### src/rtl/pipe_pkg.sv
// Shared pipeline constants: Tuse/Tnew encodings, register zero,
// the "no exception" code and the mult/div FSM state type.
package pipe_pkg;
  localparam logic [1:0] T0        = 2'd0;
  localparam logic [1:0] T1        = 2'd1;
  localparam logic [1:0] T2        = 2'd2;
  localparam logic [1:0] TUSE_NONE = 2'd3;
  localparam logic [4:0] REG_ZERO  = 5'd0;
  localparam logic [4:0] EXC_NONE  = 5'd31;

  typedef enum logic [0:0] {
    MD_IDLE = 1'b0,
    MD_BUSY = 1'b1
  } md_state_e;
endpackage

### src/rtl/pipe_hazard_ctrl_if.sv
// Hazard controller bundle: D/E/M hazard info and CP0 decision in,
// stall/freeze/flush and mult/div status out.
// master = pipeline side, slave = hazard controller.
interface pipe_hazard_ctrl_if #(parameter int CNT_W = 4);
  logic [4:0]       d_rs;
  logic [4:0]       d_rt;
  logic [1:0]       d_tuse_rs;
  logic [1:0]       d_tuse_rt;
  logic             d_is_md;
  logic [4:0]       e_wa;
  logic [1:0]       e_tnew;
  logic [4:0]       m_wa;
  logic [1:0]       m_tnew;
  logic             e_md_start;
  logic             e_md_is_div;
  logic             exc_req;
  logic             stall_fd;
  logic             freeze_e;
  logic             flush_all;
  logic             md_busy;
  logic [CNT_W-1:0] md_cnt;

  modport master (
    output d_rs, d_rt, d_tuse_rs, d_tuse_rt, d_is_md, e_wa, e_tnew,
           m_wa, m_tnew, e_md_start, e_md_is_div, exc_req,
    input  stall_fd, freeze_e, flush_all, md_busy, md_cnt
  );
  modport slave (
    input  d_rs, d_rt, d_tuse_rs, d_tuse_rt, d_is_md, e_wa, e_tnew,
           m_wa, m_tnew, e_md_start, e_md_is_div, exc_req,
    output stall_fd, freeze_e, flush_all, md_busy, md_cnt
  );
endinterface

### src/rtl/md_busy_cnt.sv
// Mult/div busy sequencer: loads a cycle count on start and counts down
// to zero; busy while counting. Shared with the HI/LO forwarding logic.
// Build option MD_CANCEL_ON_EXC_EN: an exception aborts a running op.
module md_busy_cnt
  import pipe_pkg::*;
#(
  parameter int MULT_CYC = 5,
  parameter int DIV_CYC  = 10,
  parameter int CNT_W    = 4
) (
  input  logic             clk,
  input  logic             reset,
  input  logic             start,
  input  logic             isDiv,
  input  logic             exc,
  output logic             busy,
  output logic [CNT_W-1:0] cnt
);
  md_state_e state;

  assign busy = (state == MD_BUSY);

  // FSM + countdown; a start coinciding with an exception is dropped
  always_ff @(posedge clk) begin
    if (reset) begin
      state <= MD_IDLE;
      cnt   <= '0;
    end else begin
      case (state)
        MD_IDLE: begin
          if (start && !exc) begin
            state <= MD_BUSY;
            cnt   <= isDiv ? CNT_W'(DIV_CYC) : CNT_W'(MULT_CYC);
          end
        end
        MD_BUSY: begin
`ifdef MD_CANCEL_ON_EXC_EN
          if (exc) begin
            state <= MD_IDLE;
            cnt   <= '0;
          end else
`endif
          if (cnt == CNT_W'(1)) begin
            state <= MD_IDLE;
            cnt   <= '0;
          end else begin
            cnt <= cnt - CNT_W'(1);
          end
        end
        default: begin
          state <= MD_IDLE;
          cnt   <= '0;
        end
      endcase
    end
  end

  // The MD stall keeps a second start out while busy; one here is ignored
  startWhileBusy: assert property (@(posedge clk) disable iff (reset)
    !(start && state == MD_BUSY));
endmodule

### src/rtl/pipe_hazard_ctrl.sv
// 5-stage MIPS hazard/stall scheduler: Tuse/Tnew RAW detection, mult/div
// busy interlock, exception flush priority over every stall.
// Build option MD_CANCEL_ON_EXC_EN (see md_busy_cnt).
module pipe_hazard_ctrl
  import pipe_pkg::*;
#(
  parameter int MULT_CYC = 5,
  parameter int DIV_CYC  = 10,
  parameter int CNT_W    = 4
) (
  input  logic              clk,
  input  logic              reset,
  pipe_hazard_ctrl_if.slave hz
);
  logic             mdBusy;
  logic [CNT_W-1:0] mdCnt;
  logic             rawStall;
  logic             mdStall;
  logic             stall;

  md_busy_cnt #(
    .MULT_CYC(MULT_CYC),
    .DIV_CYC (DIV_CYC),
    .CNT_W   (CNT_W)
  ) uMdCnt (
    .clk  (clk),
    .reset(reset),
    .start(hz.e_md_start),
    .isDiv(hz.e_md_is_div),
    .exc  (hz.exc_req),
    .busy (mdBusy),
    .cnt  (mdCnt)
  );

  // RAW: a producer in E or M whose result lands later than D needs it
  always_comb begin
    rawStall = 1'b0;
    if (hz.d_rs != REG_ZERO && hz.d_tuse_rs != TUSE_NONE) begin
      if (hz.d_rs == hz.e_wa && hz.e_tnew > hz.d_tuse_rs) rawStall = 1'b1;
      if (hz.d_rs == hz.m_wa && hz.m_tnew > hz.d_tuse_rs) rawStall = 1'b1;
    end
    if (hz.d_rt != REG_ZERO && hz.d_tuse_rt != TUSE_NONE) begin
      if (hz.d_rt == hz.e_wa && hz.e_tnew > hz.d_tuse_rt) rawStall = 1'b1;
      if (hz.d_rt == hz.m_wa && hz.m_tnew > hz.d_tuse_rt) rawStall = 1'b1;
    end
  end

  // HI/LO users wait for the md unit, including the cycle it is started
  assign mdStall = hz.d_is_md && (mdBusy || hz.e_md_start);

  // reset > flush > stall
  assign stall        = !reset && !hz.exc_req && (rawStall || mdStall);
  assign hz.stall_fd  = stall;
  assign hz.freeze_e  = stall;
  assign hz.flush_all = !reset && hz.exc_req;
  assign hz.md_busy   = mdBusy;
  assign hz.md_cnt    = mdCnt;
endmodule

### src/flat_wrapper.sv
// flat-port wrapper written by rule: the top's interface ports become plain ports
module pipe_hazard_ctrl_flat import pipe_pkg::*;
#(
  parameter int MULT_CYC = 5,
  parameter int DIV_CYC  = 10,
  parameter int CNT_W    = 4
)
  (clk, reset, hz_d_rs, hz_d_rt, hz_d_tuse_rs, hz_d_tuse_rt, hz_d_is_md, hz_e_wa, hz_e_tnew, hz_m_wa, hz_m_tnew, hz_e_md_start, hz_e_md_is_div, hz_exc_req, hz_stall_fd, hz_freeze_e, hz_flush_all, hz_md_busy, hz_md_cnt);
  pipe_hazard_ctrl_if #(.CNT_W(CNT_W)) hz_i ();
  input  logic clk;
  input  logic reset;
  input wire logic [$bits(hz_i.d_rs)-1:0] hz_d_rs;
  input wire logic [$bits(hz_i.d_rt)-1:0] hz_d_rt;
  input wire logic [$bits(hz_i.d_tuse_rs)-1:0] hz_d_tuse_rs;
  input wire logic [$bits(hz_i.d_tuse_rt)-1:0] hz_d_tuse_rt;
  input wire logic [$bits(hz_i.d_is_md)-1:0] hz_d_is_md;
  input wire logic [$bits(hz_i.e_wa)-1:0] hz_e_wa;
  input wire logic [$bits(hz_i.e_tnew)-1:0] hz_e_tnew;
  input wire logic [$bits(hz_i.m_wa)-1:0] hz_m_wa;
  input wire logic [$bits(hz_i.m_tnew)-1:0] hz_m_tnew;
  input wire logic [$bits(hz_i.e_md_start)-1:0] hz_e_md_start;
  input wire logic [$bits(hz_i.e_md_is_div)-1:0] hz_e_md_is_div;
  input wire logic [$bits(hz_i.exc_req)-1:0] hz_exc_req;
  output wire logic [$bits(hz_i.stall_fd)-1:0] hz_stall_fd;
  output wire logic [$bits(hz_i.freeze_e)-1:0] hz_freeze_e;
  output wire logic [$bits(hz_i.flush_all)-1:0] hz_flush_all;
  output wire logic [$bits(hz_i.md_busy)-1:0] hz_md_busy;
  output wire logic [$bits(hz_i.md_cnt)-1:0] hz_md_cnt;
  assign hz_i.d_rs = hz_d_rs;
  assign hz_i.d_rt = hz_d_rt;
  assign hz_i.d_tuse_rs = hz_d_tuse_rs;
  assign hz_i.d_tuse_rt = hz_d_tuse_rt;
  assign hz_i.d_is_md = hz_d_is_md;
  assign hz_i.e_wa = hz_e_wa;
  assign hz_i.e_tnew = hz_e_tnew;
  assign hz_i.m_wa = hz_m_wa;
  assign hz_i.m_tnew = hz_m_tnew;
  assign hz_i.e_md_start = hz_e_md_start;
  assign hz_i.e_md_is_div = hz_e_md_is_div;
  assign hz_i.exc_req = hz_exc_req;
  assign hz_stall_fd = hz_i.stall_fd;
  assign hz_freeze_e = hz_i.freeze_e;
  assign hz_flush_all = hz_i.flush_all;
  assign hz_md_busy = hz_i.md_busy;
  assign hz_md_cnt = hz_i.md_cnt;
  pipe_hazard_ctrl #(.MULT_CYC(MULT_CYC), .DIV_CYC(DIV_CYC), .CNT_W(CNT_W)) u_core (.clk(clk), .reset(reset), .hz(hz_i));
endmodule
### config.mk
export PLATFORM = sky130hd
export DESIGN_NAME = pipe_hazard_ctrl_flat
export DESIGN_NICKNAME = d
export VERILOG_FILES = /design/src/rtl/pipe_pkg.sv /design/src/rtl/pipe_hazard_ctrl_if.sv /design/src/rtl/md_busy_cnt.sv /design/src/rtl/pipe_hazard_ctrl.sv /design/src/flat_wrapper.sv
export SDC_FILE = /design/constraint.sdc
export NUM_CORES = 1
export LEC_CHECK = 0
export BUFFER_PORTS_ARGS = -buffer_cell sky130_fd_sc_hd__buf_2
export CAP_MARGIN = 10
export CORE_MARGIN = 4
export CORE_UTILIZATION = 47
export CTS_CLUSTER_SIZE = 40
export DETAILED_ROUTE_END_ITERATION = 8
export HOLD_SLACK_MARGIN = 0.15
export PLACE_DENSITY_LB_ADDON = 0.08
export SYNTH_ARGS = -nofsm -noshare
export SYNTH_HDL_FRONTEND = slang
export SYNTH_HIERARCHICAL = 1
export SYNTH_SLANG_ARGS = --single-unit
### constraint.sdc
create_clock -name clk -period 3 [get_ports clk]
set_input_delay 0.15 -clock clk [delete_from_list [all_inputs] [get_ports clk]]
set_output_delay 0.15 -clock clk [all_outputs]
set_load 0.01 [all_outputs]
==> impl_metrics.ini <==
[power]
pwr_density_cell_mw_per_mm2 = 291
leakage_nw = 0.487
irDropWorstVdd_mv = 0.227
power.total_uw = 288

[placement]
dp_hpwl_um = 1710
place_congestion = 0.784
io_buffer_count = 41
place_inst = 150

[synthesis]
syn_area_per_cell_um2 = 7.93
synth_edf_count = 0
synthTopCellsByArea = ha_1 (17%), xnor2_1 (14%), dfxtp_1 (13%)
synth_nets = 139
synth_commonest_cells = inv_1 (12), xnor2_1 (12), ha_1 (10)
yosysTopAreaCellShare_pct = 16.6
synth-async-reset-ratio_pct = 0
yosys.area.top_type = ha_1
synth_cell_types = 27
synthCells = 95
yosysWarnings = 6
synth-seq-cells = 5
yosysSeqAreaShare_pct = 13.3
netlist_area_um2 = 753
synthFlopType = dfxtp_1

[worst_setup_path]
worstPathArrival_ns = 1.64
critPathLaunchType = primary input
worst_r2r_endpoint = u_core/uMdCnt/cnt[3]$_SDFFE_PP0P_
r2r_setup_slack_ns = 1.62
crit_start = hz_d_tuse_rt[1]
cp.required_ns = 2.85
path_max_fanout = 2
r2r_start = u_core/uMdCnt/cnt[2]$_SDFFE_PP0P_
setup.worst_path.end_class = output pin
reg2reg_depth = 3
critPathKind = in -> out

[finish]
nNetsFinal = 183
area_growth_pct = 31.7
drive_above_1_share_pct = 32.6
multiInputGateArea_um2 = 596
seq_area_um2 = 100
fill_cells = 137
diodes = 0
instances_no_fill = 154

[global_route]
grt_pass1_wl_um = 3090
overflow = 0
grt_use_total_pct = 18.9
antenna_found_initial = 0
grt_max_degree = 11
grt_pass1_vias = 736

[routing]
first_pass_iters = 4
num_vias = 814
post-route-drc-count = 0
drt_wl_total_um = 1960
routedWlPerCell_um = 12.8
vias_per_cell = 5.29
first_iter_violations = 22
ant_nets = 0

[timing]
fin_setup_tns_ns = 0
setup_viol = 0
worst_slew_pin_slew_ns = 0.318
period_needed_ns = 1.79
slew_headroom_pct = 78.7
rsz0062_at_grt = false
post-route-period-util_pct = 59.7
drv_slew = 0
fmax_mhz = 558
skew_ns = 0.00123
final_hold_viol_count = 0

[clock_tree]
cts_tree = built
ctsHtreeMaxLevel = 1
post_cts_resize_count = 0
cts-root-buf = clkbuf_4
postCtsHoldBufs = 0
cts_buffer_depth = 2
cts_buffers = 3
clk_latency_ns = 0.24
cts_sinks = 5
postCtsSetupRepairBufs = 0
clkTransAtPathRegs_ns = 0.04

[floorplan]
core_mm2 = 0.00151
num_rows = 14
die_h_um = 48.0
die_w_um = 48.0
io_pins = 42
fp.dieArea_mm2 = 0.00231
initial_core_util_pct = 50.0

[worst_hold_path]
min_path_type = in -> reg
worstHoldStart = reset
hold_path_end = u_core/uMdCnt/busy$_SDFF_PP0_
min_path_cells = 2

[status]
status = complete, no violations

[flow_run]
drv_cap = 0
-- where the power goes --
part | leakage [nW] | switching (mW) | internal (mW)
sequential | 0.0414 | 0.00867 | 0.0734
clock | 0.0150 | 0.0274 | 0.0503
combinational | 0.430 | 0.0651 | 0.0635
-- worst max-delay path by stage --
| stage | endpoint | slack (ns) | cells past startpoint |
|---|---|---|---|
| 2_1_floorplan | hz_stall_fd | 1.44 | 8 |
| 6_report | hz_stall_fd | 1.21 | 9 |
| 3_5_place_dp | hz_stall_fd | 1.22 | 9 |
| 4_1_cts | hz_stall_fd | 1.22 | 9 |
| 3_3_place_gp | hz_stall_fd | 1.22 | 9 |
| 5_1_grt | hz_stall_fd | 1.07 | 9 |
-- cell usage in the layout (no fill, tap or decap) --
cell type	count
xnor2_1	12
ha_1	10
nor4_1	4
buf_2	41
a21oi_1	5
nand3b_1	1
nor2_1	2
nand2b_1	1
clkbuf_1	1
or3_1	2
or4_1	2
xor2_1	8
dfxtp_1	5
clkbuf_4	3
a221oi_1	1
and3b_1	2
nand2_1	5
o311ai_1	1
nor2b_1	2
o21bai_1	1
o221ai_1	2
nand4_1	4
or2b_2	1
o21ai_0	2
inv_1	12
o211ai_1	1
a311oi_1	1
a211oi_1	6
-- registers in the layout (all words and copies together) (netlist names) --
signal              cells
u_core/uMdCnt/cnt       4
u_core/uMdCnt/busy      1
-- per-stage QoR --
stage	hold WS [ns]	utilization, %	setup slack, ns	cell area [um2]
global placement	0.451	64.1	1.22	966
floorplan	0.223	-	1.44	753
detailed placement	0.454	64.1	1.22	966
global route	0.193	65.9	1.07	992
finish	0.198	65.9	1.21	992
CTS	0.195	65.9	1.22	992
-- cells by family after synthesis --
kind of cell             share of synthesized area [%]
adder cells (fa/ha/maj)                           16.6
flip-flops                                        13.3
AO/OA/AOI/OAI                                     18.4
buffers and inverters                             7.64
AND/OR/NAND/NOR                                   20.8
XOR/XNOR                                          23.3
-- area by class of cell --
| cell class | count | area share (%) |
|---|---|---|
| flip-flops and latches | 5 | 10.1 |
| repair buffers | 41 | 20.7 |
| inverters | 12 | 4.54 |
| well taps | 16 | 2.02 |
| multi-input cells | 76 | 60.0 |
| clock buffers | 4 | 2.65 |
-- layer usage --
layer	track usage (%)	vias to the layer above	share of wire (%)
li1	-	429	-
met1	27.1	349	49
met2	28.5	36	42
met3	6.02	0	8.9
met4	1.61	0	0
met5	0	-	0
-- worst max-delay path: stages --
cell and delay, ns:
buf_2 0.09, inv_1 0.05, ha_1 0.30, nand2_1 0.10
nand4_1 0.12, nor4_1 0.34, o221ai_1 0.17, o311ai_1 0.13
buf_2 0.19
(Power assumes the default switching activity.)
